**src/rtl/m3_ramp_step_sequencer.sv**
```systemverilog
// m3_ramp_step_sequencer
// Commutation step sequencer for a three-phase motor drive. Produces the step
// index (0..STEPS-1) at a programmable per-step period, ramps period and power
// on INC/DEC pulses with clamping, supports reverse rotation, a controlled
// deceleration on stop and an immediate force-stop.
//
// Ports:
//   clkI, nRstI          clock, asynchronous active-low reset
//   m3startI             level: 1 = run, 0 = decelerate and stop
//   m3forceStopI         level: immediate halt, power forced to 0
//   m3invRotateI         direction request, latched on IDLE -> RUN
//   m3freqINCi/DECi      pulses: shorten / lengthen the step period
//   m3powerINCi/DECi     pulses: raise / lower the power level
//   stepO                current step index
//   stepStrobeO          one-cycle pulse on the first cycle of each step
//   roundStrobeO         one-cycle pulse when the step index wraps
//   periodO              active step period in clkI cycles
//   powerO               active power (0 outside RUN/DECEL)
//   runningO             1 in RUN or DECEL
//   dirO                 latched direction, 1 = reverse
// Optional (macro M3_RAMP_STATS_EN):
//   roundCntO            saturating count of roundStrobeO pulses
//   clampO               one-cycle pulse when a period/power update saturated
module m3_ramp_step_sequencer #(
    parameter int PERIOD_W   = 22,
    parameter int PERIOD_MAX = 4000000,
    parameter int PERIOD_MIN = 40,
    parameter int STEPS      = 12,
    parameter int STEP_W     = 4,
    parameter int POWER_W    = 10,
    parameter int POWER_MAX  = 1000,
    parameter int POWER_INIT = 100,
    parameter int POWER_STEP = 10,
    parameter int RAMP_SHIFT = 5
) (
    input  logic                clkI,
    input  logic                nRstI,
    input  logic                m3startI,
    input  logic                m3forceStopI,
    input  logic                m3invRotateI,
    input  logic                m3freqINCi,
    input  logic                m3freqDECi,
    input  logic                m3powerINCi,
    input  logic                m3powerDECi,
    output logic [STEP_W-1:0]   stepO,
    output logic                stepStrobeO,
    output logic                roundStrobeO,
    output logic [PERIOD_W-1:0] periodO,
    output logic [POWER_W-1:0]  powerO,
    output logic                runningO,
    output logic                dirO
`ifdef M3_RAMP_STATS_EN
    ,
    output logic [15:0]         roundCntO,
    output logic                clampO
`endif
);

    typedef enum logic [1:0] {IDLE = 2'd0, RUN = 2'd1, DECEL = 2'd2, HALT = 2'd3} state_t;

    localparam logic [1:0] REQ_NONE = 2'b00;
    localparam logic [1:0] REQ_INC  = 2'b01;
    localparam logic [1:0] REQ_DEC  = 2'b10;

    localparam logic [PERIOD_W-1:0] P_MAX     = PERIOD_W'(PERIOD_MAX);
    localparam logic [PERIOD_W-1:0] P_MIN     = PERIOD_W'(PERIOD_MIN);
    localparam logic [STEP_W-1:0]   STEP_LAST = STEP_W'(STEPS - 1);
    localparam logic [POWER_W:0]    PW_MAX    = (POWER_W+1)'(POWER_MAX);
    localparam logic [POWER_W:0]    PW_STEP   = (POWER_W+1)'(POWER_STEP);
    localparam logic [POWER_W-1:0]  PW_INIT   = POWER_W'(POWER_INIT);

    // Period ramp: returns {saturated, newPeriod}; faster=1 shortens the period.
    function automatic logic [PERIOD_W:0] rampPeriod(input logic [PERIOD_W-1:0] p,
                                                     input logic faster);
        logic [PERIOD_W:0] delta;
        logic [PERIOD_W:0] sum;
        delta = {1'b0, p >> RAMP_SHIFT};
        delta = (delta == '0) ? (PERIOD_W+1)'(1) : delta;
        sum   = {1'b0, p} + delta;
        if (faster) begin
            // Compare before subtracting so the counter can never wrap.
            if ({1'b0, p} < ({1'b0, P_MIN} + delta)) begin
                rampPeriod = {1'b1, P_MIN};
            end else begin
                rampPeriod = {1'b0, p - delta[PERIOD_W-1:0]};
            end
        end else begin
            if (sum > {1'b0, P_MAX}) begin
                rampPeriod = {1'b1, P_MAX};
            end else begin
                rampPeriod = {1'b0, sum[PERIOD_W-1:0]};
            end
        end
    endfunction

    // Power ramp on POWER_W+1 bits: returns {saturated, newPower}.
    function automatic logic [POWER_W:0] rampPower(input logic [POWER_W-1:0] p,
                                                   input logic up);
        logic [POWER_W:0] wide;
        if (up) begin
            wide = {1'b0, p} + PW_STEP;
            if (wide > PW_MAX) begin
                rampPower = {1'b1, PW_MAX[POWER_W-1:0]};
            end else begin
                rampPower = {1'b0, wide[POWER_W-1:0]};
            end
        end else begin
            wide = {1'b0, p} - PW_STEP;
            if ({1'b0, p} < PW_STEP) begin
                rampPower = {1'b1, {POWER_W{1'b0}}};
            end else begin
                rampPower = {1'b0, wide[POWER_W-1:0]};
            end
        end
    endfunction

    state_t              stateR;
    logic [PERIOD_W-1:0] remainR;
    logic [1:0]          freqPendR;
    logic [1:0]          powerPendR;

    logic                runActiveS;
    logic                boundaryS;
    logic                wrapS;
    logic                roundS;
    logic [STEP_W-1:0]   nextStepS;
    logic [PERIOD_W:0]   freqResS;
    logic                freqApplyS;
    logic [PERIOD_W-1:0] nextPeriodS;
    logic [POWER_W:0]    powerResS;
    logic                powerApplyS;
    logic [POWER_W-1:0]  nextPowerS;
    logic [1:0]          freqPendNextS;
    logic [1:0]          powerPendNextS;

    // Step timing, wrap detection, pending-request handling and ramp results.
    always_comb begin
        runActiveS  = ((stateR == RUN) || (stateR == DECEL)) && !m3forceStopI;
        boundaryS   = runActiveS && (remainR == PERIOD_W'(1));
        wrapS       = dirO ? (stepO == '0) : (stepO == STEP_LAST);
        roundS      = boundaryS && wrapS;
        nextStepS   = stepO;
        if (dirO) begin
            nextStepS = wrapS ? STEP_LAST : (stepO - STEP_W'(1));
        end else begin
            nextStepS = wrapS ? '0 : (stepO + STEP_W'(1));
        end

        // DECEL always stretches the period; RUN follows the pending request.
        freqResS = {1'b0, periodO};
        if (stateR == DECEL) begin
            freqResS = rampPeriod(periodO, 1'b0);
        end else if (freqPendR == REQ_INC) begin
            freqResS = rampPeriod(periodO, 1'b1);
        end else if (freqPendR == REQ_DEC) begin
            freqResS = rampPeriod(periodO, 1'b0);
        end else begin
            freqResS = {1'b0, periodO};
        end
        // A DECEL round ending at the slowest period stops instead of ramping.
        if (stateR == DECEL) begin
            freqApplyS = roundS && (periodO != P_MAX);
        end else begin
            freqApplyS = roundS && (freqPendR != REQ_NONE);
        end
        nextPeriodS = freqApplyS ? freqResS[PERIOD_W-1:0] : periodO;

        powerResS   = rampPower(powerO, powerPendR == REQ_INC);
        powerApplyS = boundaryS && (powerPendR != REQ_NONE);
        nextPowerS  = powerApplyS ? powerResS[POWER_W-1:0] : powerO;

        // Latest single pulse wins; simultaneous INC+DEC leaves the request as is.
        if (m3freqINCi && !m3freqDECi) begin
            freqPendNextS = REQ_INC;
        end else if (m3freqDECi && !m3freqINCi) begin
            freqPendNextS = REQ_DEC;
        end else begin
            freqPendNextS = freqApplyS ? REQ_NONE : freqPendR;
        end
        if (m3powerINCi && !m3powerDECi) begin
            powerPendNextS = REQ_INC;
        end else if (m3powerDECi && !m3powerINCi) begin
            powerPendNextS = REQ_DEC;
        end else begin
            powerPendNextS = powerApplyS ? REQ_NONE : powerPendR;
        end
    end

    // Sequencer FSM with all registered outputs.
    always_ff @(posedge clkI or negedge nRstI) begin
        if (!nRstI) begin
            stateR       <= IDLE;
            remainR      <= P_MAX;
            freqPendR    <= REQ_NONE;
            powerPendR   <= REQ_NONE;
            stepO        <= '0;
            stepStrobeO  <= 1'b0;
            roundStrobeO <= 1'b0;
            periodO      <= P_MAX;
            powerO       <= '0;
            runningO     <= 1'b0;
            dirO         <= 1'b0;
        end else begin
            stepStrobeO  <= 1'b0;
            roundStrobeO <= 1'b0;
            if (m3forceStopI) begin
                stateR     <= HALT;
                powerO     <= '0;
                runningO   <= 1'b0;
                freqPendR  <= REQ_NONE;
                powerPendR <= REQ_NONE;
            end else begin
                case (stateR)
                    IDLE: begin
                        freqPendR  <= REQ_NONE;
                        powerPendR <= REQ_NONE;
                        if (m3startI) begin
                            stateR   <= RUN;
                            dirO     <= m3invRotateI;
                            stepO    <= '0;
                            periodO  <= P_MAX;
                            remainR  <= P_MAX;
                            powerO   <= PW_INIT;
                            runningO <= 1'b1;
                        end else begin
                            stateR   <= IDLE;
                            powerO   <= '0;
                            runningO <= 1'b0;
                        end
                    end
                    HALT: begin
                        freqPendR  <= REQ_NONE;
                        powerPendR <= REQ_NONE;
                        powerO     <= '0;
                        runningO   <= 1'b0;
                        stateR     <= m3startI ? HALT : IDLE;
                    end
                    RUN, DECEL: begin
                        if (boundaryS) begin
                            remainR      <= nextPeriodS;
                            stepO        <= nextStepS;
                            stepStrobeO  <= 1'b1;
                            roundStrobeO <= wrapS;
                        end else begin
                            remainR <= remainR - PERIOD_W'(1);
                        end
                        periodO    <= nextPeriodS;
                        powerO     <= nextPowerS;
                        freqPendR  <= (stateR == RUN) ? freqPendNextS : REQ_NONE;
                        powerPendR <= powerPendNextS;
                        runningO   <= 1'b1;
                        if (stateR == RUN) begin
                            stateR <= m3startI ? RUN : DECEL;
                        end else if (m3startI) begin
                            stateR <= RUN;
                        end else if (roundS && (periodO == P_MAX)) begin
                            stateR   <= IDLE;
                            powerO   <= '0;
                            runningO <= 1'b0;
                        end else begin
                            stateR <= DECEL;
                        end
                    end
                    default: begin
                        stateR <= IDLE;
                    end
                endcase
            end
        end
    end

`ifdef M3_RAMP_STATS_EN
    // Round counter and saturation indicator.
    always_ff @(posedge clkI or negedge nRstI) begin
        if (!nRstI) begin
            roundCntO <= 16'd0;
            clampO    <= 1'b0;
        end else begin
            clampO <= (freqApplyS && freqResS[PERIOD_W]) || (powerApplyS && powerResS[POWER_W]);
            if ((stateR == IDLE) && m3startI && !m3forceStopI) begin
                roundCntO <= 16'd0;
            end else if (roundS && (roundCntO != 16'hFFFF)) begin
                roundCntO <= roundCntO + 16'd1;
            end else begin
                roundCntO <= roundCntO;
            end
        end
    end
`endif

endmodule

```
**config.mk**
```make
export PLATFORM = sky130hd
export DESIGN_NAME = m3_ramp_step_sequencer
export DESIGN_NICKNAME = d
export VERILOG_FILES = /design/src/rtl/m3_ramp_step_sequencer.sv
export SDC_FILE = /design/constraint.sdc
export NUM_CORES = 1
export LEC_CHECK = 0
export ABC_CLOCK_PERIOD_IN_PS = 5400
export BUFFER_PORTS_ARGS = -buffer_cell sky130_fd_sc_hd__clkbuf_2
export CORE_AREA = 2 2 136 138
export DETAILED_ROUTE_END_ITERATION = 7
export DIE_AREA = 0 0 138 140
export GPL_ROUTABILITY_DRIVEN = 0
export HOLD_SLACK_MARGIN = 0.05
export PLACE_DENSITY = 0.63
export SKIP_CTS_REPAIR_TIMING = 1
export SLEW_MARGIN = 20
export SYNTH_ARGS = -nofsm -noshare
export SYNTH_HDL_FRONTEND = slang
export SYNTH_SLANG_ARGS = --single-unit
```
**constraint.sdc**
```tcl
create_clock -name clkI -period 5.4 [get_ports clkI]
set_input_delay 1.08 -clock clkI [delete_from_list [all_inputs] [get_ports clkI]]
set_output_delay 1.08 -clock clkI [all_outputs]
set_load 0.05 [all_outputs]
```
==> flow_metrics.py <==
metrics = {
    "final_layout": {
        "final_nets": 1129,
        "drive_above_1_share": 0.137,
        "post-route-cell-area_um2": 8630,
        "synthToLayoutAreaGrowth_pct": 9.82,
        "antennaDiodeCount": 0,
    },
    "place": {
        "dpl-instance-area_um2": 8330,
        "port-buffer-count": 48,
        "detailedPlacementHpwl_um": 20400,
        "preCtsSetupSlack_ps": 511,
    },
    "timing": {
        "grt_setup_unrepaired": "false",
        "tns_ps": 0,
        "slew_viol_final": 0,
        "layout_setup_ws_ps": 454,
        "skew_ps": 7.48,
        "maxSlewHeadroom": 0.365,
        "setup_viol": 0,
        "finalCriticalPeriod_ps": 4950,
        "tightestPinTransition_ps": 949,
        "fin_crit_sh": 0.916,
        "hold_viol": 0,
        "fmax_mhz": 202,
    },
    "setup_path": {
        "slowest_delay_ps": 690,
        "startpoint": "periodO[18]",
        "crit_family": "compound AO/OA/AOI/OAI gates",
        "worstPathMaxFanout": 12,
        "rr_startpoint": "periodO[18]",
        "crit_type": "reg -> reg",
        "crit_buf_inv": 2,
        "slowest_stage": "dfstp_2",
        "cp-start-kind": "register",
        "crit_path_end_kind": "register",
        "critPathRequiredTime_ps": 5620,
        "crit_chain": "clkinv_1 -> nand3_1 -> nor2_1 -> a31o_2 -> ha_1 -> inv_1 -> fa_1 -> o21bai_1 -> a2111oi_2 -> nor3_2 -> nor2_1 -> a311oi_2 -> nor4b_4 -> nand3_1 -> o221ai_1 -> a21oi_1 -> a221o_1",
        "crit_arrival_ps": 5170,
    },
    "routing": {
        "vias": 8332,
        "first_pass_iters": 6,
        "via_per_inst": 6.45,
        "remaining_drc_errors": 0,
        "wl_per_cell_um": 21.0,
        "drtAntennaViolNets": 0,
        "finalWirelength_um": 27100,
        "initialDrtViolationCount": 941,
    },
    "power": {
        "p_int_mw": 1.36,
        "seqPwrFrac": 0.286,
        "ir_worst_vdd_uv": 245,
        "power_mw": 2.42,
        "pwr_density_cell_nw_per_um2": 281,
        "p_clk_frac": 0.248,
        "power_frac_comb": 0.466,
        "p_leak_nw": 3.65,
        "switchingPower_mw": 1.07,
        "swShare": 0.440,
    },
    "floorplan": {
        "initial_core_util": 0.442,
        "core_um2": 17800,
        "die_h_um": 140,
        "fp.dieW_um": 138,
        "ios": 49,
        "rows": 49,
        "die-area_um2": 19300,
    },
    "logic_synthesis": {
        "synth_nets": 1113,
        "syn_area_per_cell_um2": 7.55,
        "synth_cell_types": 87,
        "synthCells": 1041,
        "yosysSeqAreaShare": 0.219,
        "netlist_area_um2": 7860,
        "ys_dominant_reg_cell": "dfrtp_1",
        "synth_edf_count": 0,
        "async_flop_share": 1.00,
        "ys_warn_count": 0,
        "synth_seq_cells": 68,
    },
    "cts": {
        "tritoncts": "built",
        "h-tree-depth": 3,
        "clk_latency_ps": 340,
        "clk_pin_slew_ps": 60,
        "clkSinkCount": 68,
        "clockRootBuffer": "clkbuf_16",
        "numCtsBuffers": 9,
        "cts.path.max_buffers": 2,
    },
    "global_routing": {
        "grt_pass1_vias": 7606,
        "antenna_found_initial": 1,
        "gr-total-overflow": 0,
        "grtUsageTotal": 0.273,
        "grt_pass1_wl_um": 42900,
        "grt_max_degree": 69,
    },
    "worst_hold_path": {
        "hold_start": "powerO[0]",
        "hold_path_class": "reg -> reg",
    },
    "status": {
        "status": "finished, final reports clean",
    },
    "run": {
        "maxCapViolCount": 0,
    },
}
worst reg2reg max path, cell delays in order, from the launching register on:
cell,delay (ps)
dfstp_2,690
clkinv_1,300
nand3_1,290
nor2_1,120
a31o_2,280
ha_1,220
inv_1,70
fa_1,200
o21bai_1,130
a2111oi_2,620
nor3_2,130
nor2_1,220
a311oi_2,180
nor4b_4,450
nand3_1,220
o221ai_1,250
a21oi_1,130
a221o_1,330
cells in the final DEF, fill, tap and decap left out, drive strengths merged, types with 9 or more instances in the layout:
master / synthesis / routed
a21oi: 103 / 103
dfstp: 14 / 14
dfrtp: 54 / 54
nand2b: 17 / 17
nand3: 33 / 33
o22ai: 11 / 11
nor2: 87 / 87
nor2b: 17 / 17
buf: 5 / 31
ha: 61 / 61
a21o: 15 / 15
nand4: 9 / 9
o31ai: 12 / 12
o21ai: 78 / 78
clkbuf: 68 / 57
nor4: 10 / 10
a211o: 11 / 11
and3: 9 / 9
a211oi: 14 / 14
or3: 11 / 11
xor2: 9 / 9
nand2: 84 / 84
nor3: 39 / 39
o21a: 14 / 14
o211ai: 18 / 18
a31oi: 9 / 9
xnor2: 38 / 38
inv: 48 / 50
cell type report:
cell class,instances,area [um^2]
fillers,1786,9150
multi-input cells,850,5670
flip-flops and latches,68,1720
repair buffers,78,468
well taps,229,287
clock buffers,10,229
inverters,50,188
clock inverters,6,72.6
per-layer routing:
| metal | wire length, um | part of all wire | GRT usage |
|---|---|---|---|
| met1 | 11700 | 0.43 | 0.375 |
| met2 | 12000 | 0.44 | 0.431 |
| met3 | 2200 | 0.081 | 0.0379 |
| met4 | 1180 | 0.044 | 0.115 |
| met5 | 13 | 0.00048 | 0 |
kinds of logic after synthesis:
| kind of cell | share of synthesized area |
|---|---|
| xor+xnor | 0.0524 |
| simple gates | 0.227 |
| buf+inv | 0.0606 |
| flops | 0.219 |
| fa+ha+maj | 0.102 |
| mux | 0.00398 |
| compound gates | 0.335 |
cell usage after synthesis (all sizes together) (10+ instances only):
cell	number	area (um^2)
o21ai	78	394
o21a	14	105
or3	11	78.8
a211o	11	96.3
xnor2	38	333
nand2b	17	106
inv	48	180
nor2	87	327
o31ai	12	95.1
nand2	84	315
nor4	10	62.6
dfstp	14	368
clkbuf	68	255
nand3	33	165
a21oi	103	531
dfrtp	54	1350
a211oi	14	115
a21o	15	113
ha	61	763
o211ai	18	154
nor3	39	211
nor2b	17	106
o22ai	11	68.8
flip-flops by register name, indices dropped and copies added, names as in the netlist:
signal / count
powerO: 10
remainR: 22
periodO: 22
roundStrobeO: 1
runningO: 1
stateR: 2
powerPendR: 2
dirO: 1
freqPendR: 2
stepStrobeO: 1
stepO: 4
power by group through the flow:
stage / Sequential, mW / Combinational (mW) / Clock (mW)
2_1_floorplan: 0.766 / 0.734 / 0
3_3_place_gp: 0.698 / 1.10 / 0
3_5_place_dp: 0.699 / 1.10 / 0
4_1_cts: 0.690 / 1.11 / 0.608
5_1_grt: 0.704 / 1.23 / 0.631
6_report: 0.694 / 1.13 / 0.601
final timing paths:
| kind | to | slack (ps) | cells past startpoint |
|---|---|---|---|
| min in group asynchronous | stepO[3] | 870 | 1 |
| worst max-delay path | periodO[7] | 450 | 17 |
| worst min-delay path | powerO[0] | 530 | 2 |
| worst max register to register | periodO[7] | 450 | 17 |
| max in group asynchronous | periodO[15] | 3990 | 1 |
| worst min register to register | powerO[0] | 530 | 2 |
through the flow:
step           cells  hold WS, ps   util
4_1_cts         1291          538  0.486
3_5_place_dp    1275          530  0.469
6_report        1291          533  0.486
2_1_floorplan   1041          489      -
3_3_place_gp    1275          503  0.469
5_1_grt         1291          571  0.486
Note: power is estimated with default switching activity, not from simulation.
